File: src/rtl/block_sync_lock_controller.sv
// block_sync_lock_controller: sequences the 100GbE PCS per-lane block-sync array.
//   It gates the array enable, pulses restart to lanes that miss the lock timeout,
//   reports aggregate lock or fail, and counts lock losses.
// Latency: every output is registered, one cycle after the deciding edge.
// Backpressure: none; timers advance only on i_valid cycles, restart pulses count raw clocks.
// Optional macro BLOCK_SYNC_LOCK_CTRL_DEBOUNCE_EN adds NB_STABLE and i_rf_stable_cycles.
//   When the macro is defined, all lanes must stay locked for that many valid cycles before LOCKED.
// Ports:
//   i_clock, i_reset    : clock and asynchronous active-high reset
//   i_enable, i_signal_ok, i_valid, i_block_lock : control and lane status inputs
//   i_rf_*              : register-file controls (timeout, restart length, retry limit, loss clear)
//   o_sync_enable, o_lane_restart : drive the block-sync array
//   o_all_locked, o_fail, o_state, o_lock_loss_cnt : status outputs to the register file
module block_sync_lock_controller #(
    parameter int N_LANES     = 20,
    parameter int NB_TIMER    = 16,
    parameter int NB_RESTART  = 4,
    parameter int NB_LOSS_CNT = 8,
    parameter int NB_RETRY    = 4
`ifdef BLOCK_SYNC_LOCK_CTRL_DEBOUNCE_EN
    ,
    parameter int NB_STABLE   = 4
`endif
) (
    input  logic                   i_clock,
    input  logic                   i_reset,
    input  logic                   i_enable,
    input  logic                   i_valid,
    input  logic                   i_signal_ok,
    input  logic [N_LANES-1:0]     i_block_lock,
    input  logic [NB_TIMER-1:0]    i_rf_lock_timeout,
    input  logic [NB_RESTART-1:0]  i_rf_restart_len,
    input  logic [NB_RETRY-1:0]    i_rf_max_retry,
    input  logic                   i_rf_clear_loss,
`ifdef BLOCK_SYNC_LOCK_CTRL_DEBOUNCE_EN
    input  logic [NB_STABLE-1:0]   i_rf_stable_cycles,
`endif
    output logic                   o_sync_enable,
    output logic [N_LANES-1:0]     o_lane_restart,
    output logic                   o_all_locked,
    output logic                   o_fail,
    output logic [2:0]             o_state,
    output logic [NB_LOSS_CNT-1:0] o_lock_loss_cnt
);

    typedef enum logic [2:0] {
        ST_IDLE      = 3'd0,
        ST_RESTART   = 3'd1,
        ST_WAIT_LOCK = 3'd2,
        ST_LOCKED    = 3'd3,
        ST_FAIL      = 3'd4
    } state_t;

    localparam logic [NB_TIMER-1:0]    TIMER_ONE   = NB_TIMER'(1);
    localparam logic [NB_RESTART-1:0]  RESTART_ONE = NB_RESTART'(1);
    localparam logic [NB_RETRY-1:0]    RETRY_ONE   = NB_RETRY'(1);
    localparam logic [NB_LOSS_CNT-1:0] LOSS_ONE    = NB_LOSS_CNT'(1);

    state_t                 state_q;
    logic                   sync_en_q;
    logic [N_LANES-1:0]     restart_mask_q;
    logic                   all_locked_q;
    logic                   fail_q;
    logic [NB_LOSS_CNT-1:0] loss_cnt_q;
    logic [NB_LOSS_CNT-1:0] loss_cnt_d;
    logic [NB_TIMER-1:0]    timer_q;
    logic [NB_RETRY-1:0]    retry_q;
    logic [NB_RESTART-1:0]  restart_cnt_q;

    logic [NB_TIMER-1:0]    timeout_last_d;
    logic [NB_RESTART-1:0]  restart_last_d;
    logic                   all_lock_d;
    logic                   abort_d;
    logic                   timeout_hit_d;
    logic                   enter_lock_d;
    logic                   loss_inc_d;

`ifdef BLOCK_SYNC_LOCK_CTRL_DEBOUNCE_EN
    localparam logic [NB_STABLE-1:0] STABLE_ONE = NB_STABLE'(1);
    logic [NB_STABLE-1:0]   stable_q;
    logic [NB_STABLE-1:0]   stable_last_d;
`endif

    always_comb begin
        // A programmed value of 0 behaves as 1, so the terminal count is value-1 clamped at 0.
        timeout_last_d = (i_rf_lock_timeout == '0) ? '0 : i_rf_lock_timeout - TIMER_ONE;
        restart_last_d = (i_rf_restart_len == '0) ? '0 : i_rf_restart_len - RESTART_ONE;
        all_lock_d     = &i_block_lock;
        abort_d        = (state_q != ST_IDLE) && (!i_enable || !i_signal_ok);
        timeout_hit_d  = i_valid && (timer_q == timeout_last_d);
`ifdef BLOCK_SYNC_LOCK_CTRL_DEBOUNCE_EN
        stable_last_d  = (i_rf_stable_cycles == '0) ? '0 : i_rf_stable_cycles - STABLE_ONE;
        enter_lock_d   = all_lock_d && i_valid && (stable_q == stable_last_d);
`else
        enter_lock_d   = all_lock_d;
`endif
        // An abort in the same cycle pre-empts the LOCKED exit, so no loss is recorded.
        loss_inc_d     = (state_q == ST_LOCKED) && !abort_d && !all_lock_d;
        loss_cnt_d     = loss_cnt_q;
        if (i_rf_clear_loss) begin
            loss_cnt_d = '0;
        end else if (loss_inc_d && (loss_cnt_q != '1)) begin
            loss_cnt_d = loss_cnt_q + LOSS_ONE;
        end
    end

    always_ff @(posedge i_clock or posedge i_reset) begin
        if (i_reset) begin
            state_q        <= ST_IDLE;
            sync_en_q      <= 1'b0;
            restart_mask_q <= '0;
            all_locked_q   <= 1'b0;
            fail_q         <= 1'b0;
            loss_cnt_q     <= '0;
            timer_q        <= '0;
            retry_q        <= '0;
            restart_cnt_q  <= '0;
`ifdef BLOCK_SYNC_LOCK_CTRL_DEBOUNCE_EN
            stable_q       <= '0;
`endif
        end else begin
            loss_cnt_q <= loss_cnt_d;
            if (abort_d) begin
                state_q        <= ST_IDLE;
                sync_en_q      <= 1'b0;
                restart_mask_q <= '0;
                all_locked_q   <= 1'b0;
                fail_q         <= 1'b0;
                timer_q        <= '0;
                retry_q        <= '0;
                restart_cnt_q  <= '0;
`ifdef BLOCK_SYNC_LOCK_CTRL_DEBOUNCE_EN
                stable_q       <= '0;
`endif
            end else begin
                case (state_q)
                    ST_IDLE: begin
                        if (i_enable && i_signal_ok) begin
                            state_q        <= ST_RESTART;
                            restart_mask_q <= '1;
                            sync_en_q      <= 1'b1;
                            retry_q        <= '0;
                            restart_cnt_q  <= '0;
                        end
                    end
                    ST_RESTART: begin
                        // Pulse length is in raw clocks; i_valid does not gate it.
                        if (restart_cnt_q == restart_last_d) begin
                            state_q        <= ST_WAIT_LOCK;
                            restart_mask_q <= '0;
                            timer_q        <= '0;
                            restart_cnt_q  <= '0;
`ifdef BLOCK_SYNC_LOCK_CTRL_DEBOUNCE_EN
                            stable_q       <= '0;
`endif
                        end else begin
                            restart_cnt_q <= restart_cnt_q + RESTART_ONE;
                        end
                    end
                    ST_WAIT_LOCK: begin
                        if (enter_lock_d) begin
                            state_q      <= ST_LOCKED;
                            all_locked_q <= 1'b1;
                            retry_q      <= '0;
                        end else begin
                            if (timeout_hit_d) begin
                                if (retry_q == i_rf_max_retry) begin
                                    state_q   <= ST_FAIL;
                                    fail_q    <= 1'b1;
                                    sync_en_q <= 1'b0;
                                end else begin
                                    // Only lanes still unlocked get another restart pulse.
                                    state_q        <= ST_RESTART;
                                    retry_q        <= retry_q + RETRY_ONE;
                                    restart_mask_q <= ~i_block_lock;
                                    restart_cnt_q  <= '0;
                                end
                            end else if (i_valid && (timer_q != '1)) begin
                                timer_q <= timer_q + TIMER_ONE;
                            end
`ifdef BLOCK_SYNC_LOCK_CTRL_DEBOUNCE_EN
                            if (!all_lock_d) begin
                                stable_q <= '0;
                            end else if (i_valid) begin
                                stable_q <= stable_q + STABLE_ONE;
                            end
`endif
                        end
                    end
                    ST_LOCKED: begin
                        // A loss only re-arms the timeout; lanes get a chance to relock unaided.
                        if (!all_lock_d) begin
                            state_q      <= ST_WAIT_LOCK;
                            all_locked_q <= 1'b0;
                            timer_q      <= '0;
`ifdef BLOCK_SYNC_LOCK_CTRL_DEBOUNCE_EN
                            stable_q     <= '0;
`endif
                        end
                    end
                    ST_FAIL: begin
                        // Held until an abort returns the controller to IDLE.
                    end
                    default: begin
                        state_q        <= ST_IDLE;
                        sync_en_q      <= 1'b0;
                        restart_mask_q <= '0;
                        all_locked_q   <= 1'b0;
                        fail_q         <= 1'b0;
                    end
                endcase
            end
        end
    end

    assign o_sync_enable   = sync_en_q;
    assign o_lane_restart  = restart_mask_q;
    assign o_all_locked    = all_locked_q;
    assign o_fail          = fail_q;
    assign o_state         = state_q;
    assign o_lock_loss_cnt = loss_cnt_q;

endmodule
File: config.mk
export PLATFORM = sky130hd
export DESIGN_NAME = block_sync_lock_controller
export DESIGN_NICKNAME = d
export VERILOG_FILES = /design/src/rtl/block_sync_lock_controller.sv
export SDC_FILE = /design/constraint.sdc
export NUM_CORES = 1
export LEC_CHECK = 0
export BUFFER_PORTS_ARGS = -buffer_cell sky130_fd_sc_hd__buf_2
export CAP_MARGIN = 20
export CORE_MARGIN = 3
export CORE_UTILIZATION = 57
export DETAILED_ROUTE_END_ITERATION = 7
export GPL_ROUTABILITY_DRIVEN = 0
export HOLD_SLACK_MARGIN = 0.06
export PLACE_DENSITY = 0.86
export SETUP_SLACK_MARGIN = 0.1
export SLEW_MARGIN = 20
export SYNTH_ARGS = -nofsm -noshare
export SYNTH_HDL_FRONTEND = slang
export SYNTH_SLANG_ARGS = --single-unit
File: constraint.sdc
create_clock -name i_clock -period 3.5 [get_ports i_clock]
set_clock_uncertainty 0.1 [all_clocks]
set_input_delay 0.35 -clock i_clock [delete_from_list [all_inputs] [get_ports i_clock]]
set_output_delay 0.35 -clock i_clock [all_outputs]
set_load 0.03 [all_outputs]
==> results.md <==
- Status: finished, final reports clean
- Fin Hold WS: 97.9 ps
- Pin count of the biggest net entering global routing: 40
- Post-route insts no fill: 719
- Final Max Slew Viols: 0
- Port bufs: 83
- Postcts setup bufs: 0
- Clk root buf: clkbuf_8
- Synth Flop Type: dfrtp_1
- Boundary Pins: 84
- GRT Total Usage: 27.7%
- Filler Cell Count: 600
- Final global-route overflow total: 0
- DP HPWL: 8870 um
- Clock-pin slew on the worst setup and hold paths: 70 ps
- Post-synthesis area per instance: 8.18 um2
- Critical Path AT: 3300 ps
- Largest family of logic cells by synthesized area: simple AND/OR/NAND/NOR gates
- Synth Area in XOR/XNOR: 5.42%
- Peak VDD IR: 0.199 mV
- Hold Vio Cnt, Final: 0
- P&R area growth vs syn: 16.1%
- Hold Path Class: input pin to async pin
- Mapped Area: 4410 um2
- Antenna violations before repair: 0
- Cell family with most CP delay: simple AND/OR/NAND/NOR gates
- Buf/Inv on CP: 3
- Setup WS post-layout: 329 ps
- RSZ-0062 raised after global routing: no
- Crit start category: input pin
- Routed Antenna Nets: 0
- WP data required: 3630 ps
- Setup TNS: 0 ps
- Vias in the first global route: 4339
- Pre-antenna DRT Iters: 5
- Max FO, Critical Path: 19
- Routed WL: 12100 um
- Largest stage delay, worst path: 450 ps
- Vias/cell: 6.37
- FP Rows: 31
- Die area: 8820 um2
- Tot Pwr: 1780 uW
- Placed insts: 704
- Register Area: 1450 um2
- Power per cell area: 348 nW/um2
- Fraction of the yosys area taken by sequential cells: 32.9%
- R2R setup slack: 540 ps
- Ratio of cells with drive above 1 in the final layout: 22.3%
- Routed via count: 4583
- Core area: 7370 um2
- Post-CTS Hold Fix Bufs: 0
- Initial Util: 59.8%
- Simple-gate area share of the yosys netlist: 29.1%
- Critical-path cell list: buf_2 > inv_1 > ha_1 > nor3b_1 > and4_1 > or3_1 > o211ai_1 > a2111oi_2 > buf_4 > nand4_2 > and2_1 > o31ai_1
- Area of the multi-input gates: 2730 um2
- Post-Syn Nets: 594
- Htree depth: 3
- Layout Nets: 671
- Fmax: 315 MHz
- Compound-gate portion of the synthesized area: 23.3%
- Worst slew margin: 43.0%
- Leak: 0.00223 uW
- Post-cts sizing count: 0
- Yosys cell types: 67
- First-pass GRT wire length: 19900 um
- Setup crit end kind: register
- Yosys reg bits: 58
- Post-synth EDFFs: 0
- Sink Count: 58
- Syn. warnings: 0
- Setup Viol. Count Final: 0
- Gate Count Post-Synth: 539
- Multiplexer share of the synthesized area: 2.56%
- Max-Cap Viols: 0
- DR iter-0 viols: 411
- Diodes inserted: 0
- Die width: 93.9 um
- CTS tree: built
- Clock Tree Buf Depth: 2
- Crit path kind: input pin to register
- Final min period: 3170 ps
- Avg WL per Cell: 16.8 um
- Place WS: 45.2 ps
- Worst Tran Pin Value: 854 ps
- Post-Synth Adder-Cell Area: 1.42%
- Die Y: 93.9 um
- Clock Latency Late Sink: 340 ps
- Fraction of registers with async set/reset: 100%
- Slowest cell on the critical path: and4_1
- Tcrit/Tclk final: 90.6%
- Total CTS buffers: 9
- DRC Markers: 0
[state kept, by name, indices dropped and copies added, names as in the netlist]
register         flops
o_fail               1
o_lock_loss_cnt      8
o_state              3
timer_q             16
o_all_locked         1
restart_cnt_q        4
retry_q              4
o_sync_enable        1
o_lane_restart      20
[cell usage in the layout (no fill, tap or decap), types with 13 or more instances in the layout]
cell type   n
buf_4      17
o21ai_0    24
nor3_1     15
nand4_1    23
o31ai_1    21
dfrtp_1    58
nand2_1    77
a21oi_1    28
inv_1      20
o211ai_1   24
buf_2      83
xor2_1     13
nor2_1     32
[metal layers]
metal,routed length (um),vias to the layer above,global-route usage [%]
li1,-,2168,-
met1,5060,2192,35.2
met2,5950,190,46.0
met3,784,33,5.61
met4,306,0,11.2
met5,0,-,0
[through the flow]
stage | utilization [%] | area, um2
2_1_floorplan | - | 4410
3_3_place_gp | 67.1 | 4950
3_5_place_dp | 67.1 | 4950
4_1_cts | 69.4 | 5120
5_1_grt | 69.4 | 5120
6_report | 69.4 | 5120
[area by class of cell]
| class | count | area share (%) |
|---|---|---|
| clock buffer | 12 | 3.03 |
| clock inverter | 3 | 0.293 |
| inverter | 21 | 1.54 |
| multi-input combinational | 425 | 53.3 |
| sequential | 58 | 28.4 |
| tap | 99 | 2.42 |
| timing repair buffer | 101 | 11.0 |
[report_power, final]
part | internal (uW) | leakage, uW | switching [uW]
clock network | 288 | 0.0000920 | 261
logic | 160 | 0.00137 | 301
registers | 722 | 0.000774 | 48.5
total | 1170 | 0.00223 | 611
[worst register-to-register path: stages, from the launching register on]
cell	delay [ps]
dfrtp_1	480
or3_1	400
a211oi_1	220
o311ai_0	200
a2111oi_2	360
buf_4	190
nand4_2	120
and2_1	410
o31ai_1	370
[path summary, 6_finish.rpt]
check                                      to  cells after the start            startpoint
max in group asynchronous          o_state[1]                      3               i_reset
hold reg to reg            o_lane_restart[11]                      2    o_lane_restart[11]
hold / removal                     o_state[2]                      2               i_reset
setup / recovery           o_lane_restart[15]                     12  i_rf_lock_timeout[0]
min in group i_clock       o_lock_loss_cnt[0]                      2       i_rf_clear_loss
setup reg to reg           o_lane_restart[15]                      8            timer_q[5]
[synth_stat cells, drive strengths merged (13+ instances only)]
cell,instances,area share (%)
clkbuf,27,2.3
a21oi,28,3.2
xor2,13,2.6
inv,21,1.8
o21ai,24,2.7
o31ai,21,3.6
nor2,32,2.7
nand2,77,6.6
dfrtp,58,33
nor3,17,2.0
o211ai,24,4.1
nand4,24,3.5
[kinds of logic after synthesis]
logic type,count (synthesis)
adders and majority gates,5
and+or+nand+nor,238
AOI/OAI and AO/OA,147
xor gates and xnor gates,24
buffers and inverters,56
muxes,11
DFF,58
Note: power is estimated with default switching activity, not from simulation.
